[config.mk]
export PLATFORM = sky130hd
export DESIGN_NAME = pfiform_join_arb
export DESIGN_NICKNAME = d
export VERILOG_FILES = /design/src/rtl/pfiform_pkg.sv /design/src/rtl/pfiform_join_arb_rr_arb2.sv /design/src/rtl/pfiform_join_arb.sv
export SDC_FILE = /design/constraint.sdc
export NUM_CORES = 1
export LEC_CHECK = 0
export CAP_MARGIN = 20
export CELL_PAD_IN_SITES_DETAIL_PLACEMENT = 1
export CELL_PAD_IN_SITES_GLOBAL_PLACEMENT = 2
export CORE_MARGIN = 2
export CORE_UTILIZATION = 14
export DETAILED_ROUTE_END_ITERATION = 16
export HOLD_SLACK_MARGIN = 0.02
export PLACE_DENSITY_LB_ADDON = 0.1
export SLEW_MARGIN = 5
export SYNTH_ARGS = -nofsm -noshare
export SYNTH_HDL_FRONTEND = slang
export SYNTH_SLANG_ARGS = --single-unit
[constraint.sdc]
create_clock -name i_core_clk -period 9.15 [get_ports i_core_clk]
set_clock_uncertainty 0.1 [all_clocks]
set_input_delay 2.745 -clock i_core_clk [delete_from_list [all_inputs] [get_ports i_core_clk]]
set_output_delay 2.745 -clock i_core_clk [all_outputs]
set_load 0.1 [all_outputs]
[src/rtl/pfiform_pkg.sv]
// Shared types and constants for the PFIFORM join-side logic.
package pfiform_pkg;

   localparam int unsigned ELEM_W   = 6;
   localparam int unsigned LANES    = 16;
   localparam int unsigned DATA_W   = ELEM_W * LANES;
   localparam int unsigned AMOUNT_W = 4;

   typedef enum logic {
      IDLE,
      BURST
   } state_t;

   // Beat amount is encoded as elements-1; widen by one bit so 15 -> 16 fits.
   function automatic logic [AMOUNT_W:0] amount_to_count(input logic [AMOUNT_W-1:0] amount);
      return {1'b0, amount} + (AMOUNT_W+1)'(1);
   endfunction

endpackage

[src/rtl/pfiform_join_arb_rr_arb2.sv]
// Combinational two-way round-robin pick: on a tie the requester that did
// not own the previous burst wins.
module rr_arb2 (
   input  logic [1:0] valid_i,
   input  logic       last_owner_i,
   output logic       owner_o,
   output logic       found_o
);

   // Pick the single valid requester, or alternate on a tie.
   always_comb begin
      found_o = |valid_i;
      owner_o = 1'b0;
      unique case (valid_i)
         2'b01:   owner_o = 1'b0;
         2'b10:   owner_o = 1'b1;
         2'b11:   owner_o = ~last_owner_i;
         default: owner_o = 1'b0;
      endcase
   end

endmodule

[src/rtl/pfiform_join_arb.sv]
// Two-requester burst arbiter feeding the PFIFORM join (write) port.
// One owner per burst, round-robin on ties, bursts capped at MAX_BURST beats,
// one idle bubble between bursts, running tally of joined elements.
module pfiform_join_arb
   import pfiform_pkg::*;
#(
   parameter int unsigned MAX_BURST = 64,
   parameter int unsigned CNT_W     = 16
) (
   input  logic                i_core_clk,
   input  logic                i_rx_rst,
   input  logic                i_req0_valid,
   input  logic                i_req0_last,
   input  logic [AMOUNT_W-1:0] i_req0_amount,
   input  logic [DATA_W-1:0]   i_req0_data,
   output logic                o_req0_ready,
   input  logic                i_req1_valid,
   input  logic                i_req1_last,
   input  logic [AMOUNT_W-1:0] i_req1_amount,
   input  logic [DATA_W-1:0]   i_req1_data,
   output logic                o_req1_ready,
   output logic                o_join_enable,
   input  logic                i_join_permit,
   output logic [AMOUNT_W-1:0] o_join_amount,
   output logic [DATA_W-1:0]   o_join_data,
   output logic [1:0]          o_grant,
   output logic                o_burst_trunc,
   output logic [CNT_W-1:0]    o_elem_count
);

   // Beat index at which the cap forces a release (this is beat MAX_BURST).
   localparam logic [7:0] CapBeat = 8'(MAX_BURST - 1);

   state_t           state_q;
   logic             owner_q;
   logic             last_owner_q;
   logic [7:0]       beat_cnt_q;
   logic [1:0]       grant_q;
   logic             trunc_q;
   logic [CNT_W-1:0] elem_cnt_q;

   logic                pick_owner;
   logic                pick_found;
   logic                in_burst;
   logic                own_valid;
   logic                own_last;
   logic [AMOUNT_W-1:0] own_amount;
   logic [DATA_W-1:0]   own_data;
   logic                xfer;
   logic                cap_hit;

   rr_arb2 u_rr_arb2 (
      .valid_i      ({i_req1_valid, i_req0_valid}),
      .last_owner_i (last_owner_q),
      .owner_o      (pick_owner),
      .found_o      (pick_found)
   );

   // Owner-side mux; data and amount are forced to zero outside a burst.
   always_comb begin
      in_burst   = (state_q == BURST);
      own_valid  = in_burst & (owner_q ? i_req1_valid : i_req0_valid);
      own_last   = owner_q ? i_req1_last : i_req0_last;
      own_amount = '0;
      own_data   = '0;
      if (in_burst) begin
         own_amount = owner_q ? i_req1_amount : i_req0_amount;
         own_data   = owner_q ? i_req1_data : i_req0_data;
      end
      xfer    = own_valid & i_join_permit;
      cap_hit = (beat_cnt_q == CapBeat);
   end

   // Join-side and requester handshake outputs.
   always_comb begin
      o_join_enable = own_valid;
      o_join_amount = own_amount;
      o_join_data   = own_data;
      o_req0_ready  = xfer & ~owner_q;
      o_req1_ready  = xfer & owner_q;
      o_grant       = grant_q;
      o_burst_trunc = trunc_q;
      o_elem_count  = elem_cnt_q;
   end

   // Burst FSM with registered grant, truncation pulse and element tally.
   always_ff @(posedge i_core_clk or posedge i_rx_rst) begin
      if (i_rx_rst) begin
         state_q      <= IDLE;
         owner_q      <= 1'b0;
         last_owner_q <= 1'b1;
         beat_cnt_q   <= '0;
         grant_q      <= 2'b00;
         trunc_q      <= 1'b0;
         elem_cnt_q   <= '0;
      end else begin
         trunc_q <= 1'b0;
         unique case (state_q)
            IDLE: begin
               if (pick_found) begin
                  state_q    <= BURST;
                  owner_q    <= pick_owner;
                  grant_q    <= pick_owner ? 2'b10 : 2'b01;
                  beat_cnt_q <= '0;
               end
            end
            BURST: begin
               if (xfer) begin
                  beat_cnt_q <= beat_cnt_q + 8'd1;
                  elem_cnt_q <= elem_cnt_q + CNT_W'(amount_to_count(own_amount));
                  if (own_last || cap_hit) begin
                     state_q      <= IDLE;
                     last_owner_q <= owner_q;
                     grant_q      <= 2'b00;
                     beat_cnt_q   <= '0;
                     trunc_q      <= ~own_last;
                  end
               end
            end
            default: state_q <= IDLE;
         endcase
      end
   end

endmodule
==> impl_metrics.yaml <==
floorplanning:
  die_h_um: 152
  die_x_um: 152
  rows: 54
  core_area_um2: 21700
  start_util: 0.142
  io-pin-count: 329
  die-area_um2: 23200
power_and_ir_drop:
  ir_drop_uv: 115
  powerDensity_nw_per_um2: 421
  p_leak_nw: 2.93
yosys:
  ys_async_sr_fraction: 1.00
  synth_cell_type_count: 43
  syn_area_um2: 3080
  syn_avg_cell_area_um2: 8.03
  yosysSeqAreaShare: 0.244
  synth_edf_count: 0
  synth_top_flop_cell: "dfrtp_1"
  syn-instance-count: 384
  ys_seq_elements: 30
  synth.net_count: 597
  yosysWarningCount: 0
clock_network:
  cts_sinks: 30
  path_clk_slew_ps: 60
  numCtsBuffers: 5
  cts_tree: "done"
  postCtsSetupRepairBufs: 0
  postCtsHoldBufs: 0
  post_cts_resized: 0
  insertion_delay_ps: 270
  htreeDepth: 2
  cts_buffer_depth: 2
  cts_root_buf: "clkbuf_16"
sta:
  setup_viol: 0
  drv_slew: 0
  post-route-min-period_ps: 7780
  fin_setup_tns_ps: 0
  tightest_slew_ps: 1110
  whs_ps: 375
  fin_ws_ps: 1370
  slew_headroom: 0.259
  rsz0062_at_grt: "no"
  max_freq_mhz: 129
  finalCritPeriodShare: 0.850
  final_hold_viol_count: 0
routing:
  post_drt_wl_per_cell_um: 19.6
  drc_errors: 0
  drtIter0Drc: 130
  ant_nets: 0
  via_count: 4093
  viasPerCell: 4.18
  firstDrtPassIters: 4
  drt_wl_total_um: 19300
placement:
  dp_hpwl_um: 16000
  dp_slack_ps: 1320
  gp_congestion: 0.818
  dpl_cell_area_um2: 6630
  dp_cells: 970
  io_buffers: 328
cells_and_area:
  drive_gt1_frac: 0.0372
  area_growth_pct: 121
  fillCellCount: 2526
  finalNetCount: 911
  design_area_um2: 6810
  fin_cells: 980
grt:
  busiest_layer: "met2"
  grt_pass1_vias: 4236
  grt_max_degree: 100
  use_met3: 0.0404
  antenna_found_initial: 1
  grt.met2_usage: 0.294
  use_met1: 0.185
  track_usage: 0.160
  grt_pass1_wl_um: 28800
  grt_remaining_overflow: 0
outcome:
  status: "complete, no violations"
critical_path:
  arrival_ps: 4940
  ff2ff_setup_slack_ps: 5870
  critPathLaunch: "i_req1_valid"
  critPathKind: "in2out"
  end_kind: "output pin"
  cp_max_fo: 7
  timing.rr.end: "o_elem_count[14]"
  r2r_cells: 8
  startpoint_type: "input pin"
  cp-endpoint: "o_join_enable"
  r2r-start: "owner_q"
  required_ps: 6310
flow_run:
  drv_cap: 0
hold_path:
  hold_path_class: "reg2reg"
## power breakdown
part	internal [mW]	total (mW)	switching, mW
combinational	0.614	2.45	1.84
sequential	0.167	0.249	0.0819
clock	0.108	0.167	0.0594
## state kept, by name, summed over array words and instances (netlist names)
| register | cells |
|---|---|
| o_elem_count | 16 |
| o_grant | 2 |
| o_burst_trunc | 1 |
| in_burst | 1 |
| beat_cnt_q | 8 |
| last_owner_q | 1 |
| owner_q | 1 |
## routing by layer
metal / vias to the layer above / wire (µm)
met1: 1975 / 7340
met3: 20 / 1400
met4: 0 / 415
met5: - / 0
met2: 136 / 10100
li1: 1962 / -
## synthesized netlist by cell type (2+ instances only)
cell | count | area [µm²]
or3_1 | 2 | 12.5
mux2i_1 | 101 | 1010
o21ai_0 | 11 | 55.1
dfrtp_1 | 29 | 726
ha_1 | 5 | 62.6
nor3_1 | 5 | 25.0
clkbuf_1 | 10 | 37.5
nand2_1 | 15 | 56.3
and2_1 | 2 | 12.5
inv_1 | 11 | 41.3
mux2_2 | 3 | 33.8
o2111ai_1 | 4 | 35.0
xor2_1 | 6 | 52.6
o31ai_1 | 2 | 15.0
a2111oi_2 | 2 | 30.0
buf_2 | 11 | 55.1
nand3_1 | 5 | 25.0
nor2_1 | 107 | 402
o21ai_1 | 2 | 10.0
a21oi_1 | 10 | 50.1
and3_1 | 3 | 18.8
buf_1 | 4 | 15.0
nand2b_1 | 3 | 18.8
a211oi_1 | 4 | 30.0
xnor2_1 | 8 | 70.1
and4_1 | 2 | 17.5
## cell usage in the layout (no fill, tap or decap), types with 2 or more instances in the layout
master and instances:
a2111oi_2 2, a211oi_1 4, a21oi_1 10, and2_1 2
and3_1 3, and4_1 2, buf_4 7, clkbuf_16 5
clkdlybuf4s50_1 326, clkinv_2 2, dfrtp_1 28, ha_1 5
inv_1 10, mux2_2 3, mux2i_1 101, nand2_1 15
nand2b_1 3, nand3_1 5, nor2_1 107, nor3_1 5
o2111ai_1 4, o21ai_0 11, o21ai_1 2, o31ai_1 2
or3_1 2, xnor2_1 8, xor2_1 6
## final cells by class
type	count	area [µm²]	area share
well taps	280	350	0.0514
clock inverters	1	5.00	0.000735
inverters	11	42.5	0.00625
repair buffers	334	3340	0.491
diodes	1	2.50	0.000367
multi-input cells	316	2170	0.319
flip-flops and latches	30	756	0.111
clock buffers	7	143	0.0209
## worst max-delay path: stages
cell	delay (ps)
clkdlybuf4s50_1	590
mux2i_1	230
nor2_1	200
clkdlybuf4s50_1	1160
## metrics by stage
| step | power [mW] | util |
|---|---|---|
| 5_1_grt | 2.98 | 0.314 |
| 3_3_place_gp | 2.71 | 0.306 |
| 3_5_place_dp | 2.72 | 0.306 |
| 4_1_cts | 2.90 | 0.313 |
| 2_1_floorplan | 2.11 | - |
| 6_report | 2.87 | 0.314 |
## logic make-up (layout without fill, tap and decap cells)
kind of cell	Yosys count	count (layout)	synth area share
flip-flops	30	30	0.244
multiplexers	104	104	0.339
other	0	1	0
adder cells (fa/ha/maj)	6	6	0.0268
AND/OR/NAND/NOR	149	149	0.203
AO/OA/AOI/OAI	43	43	0.0950
XOR/XNOR	14	14	0.0398
buffers and inverters	38	353	0.0524
## how the worst min path moves through the flow
| stage | from | endpoint | cells past startpoint |
|---|---|---|---|
| after floorplan | last_owner_q | last_owner_q | 2 |
| after global placement | o_elem_count[15] | o_elem_count[15] | 1 |
| after detailed placement | o_elem_count[15] | o_elem_count[15] | 1 |
| after CTS | o_elem_count[15] | o_elem_count[15] | 1 |
| after global routing | o_elem_count[8] | o_elem_count[8] | 1 |
| final | o_elem_count[15] | o_elem_count[15] | 1 |
Note: power is estimated with default switching activity, not from simulation.
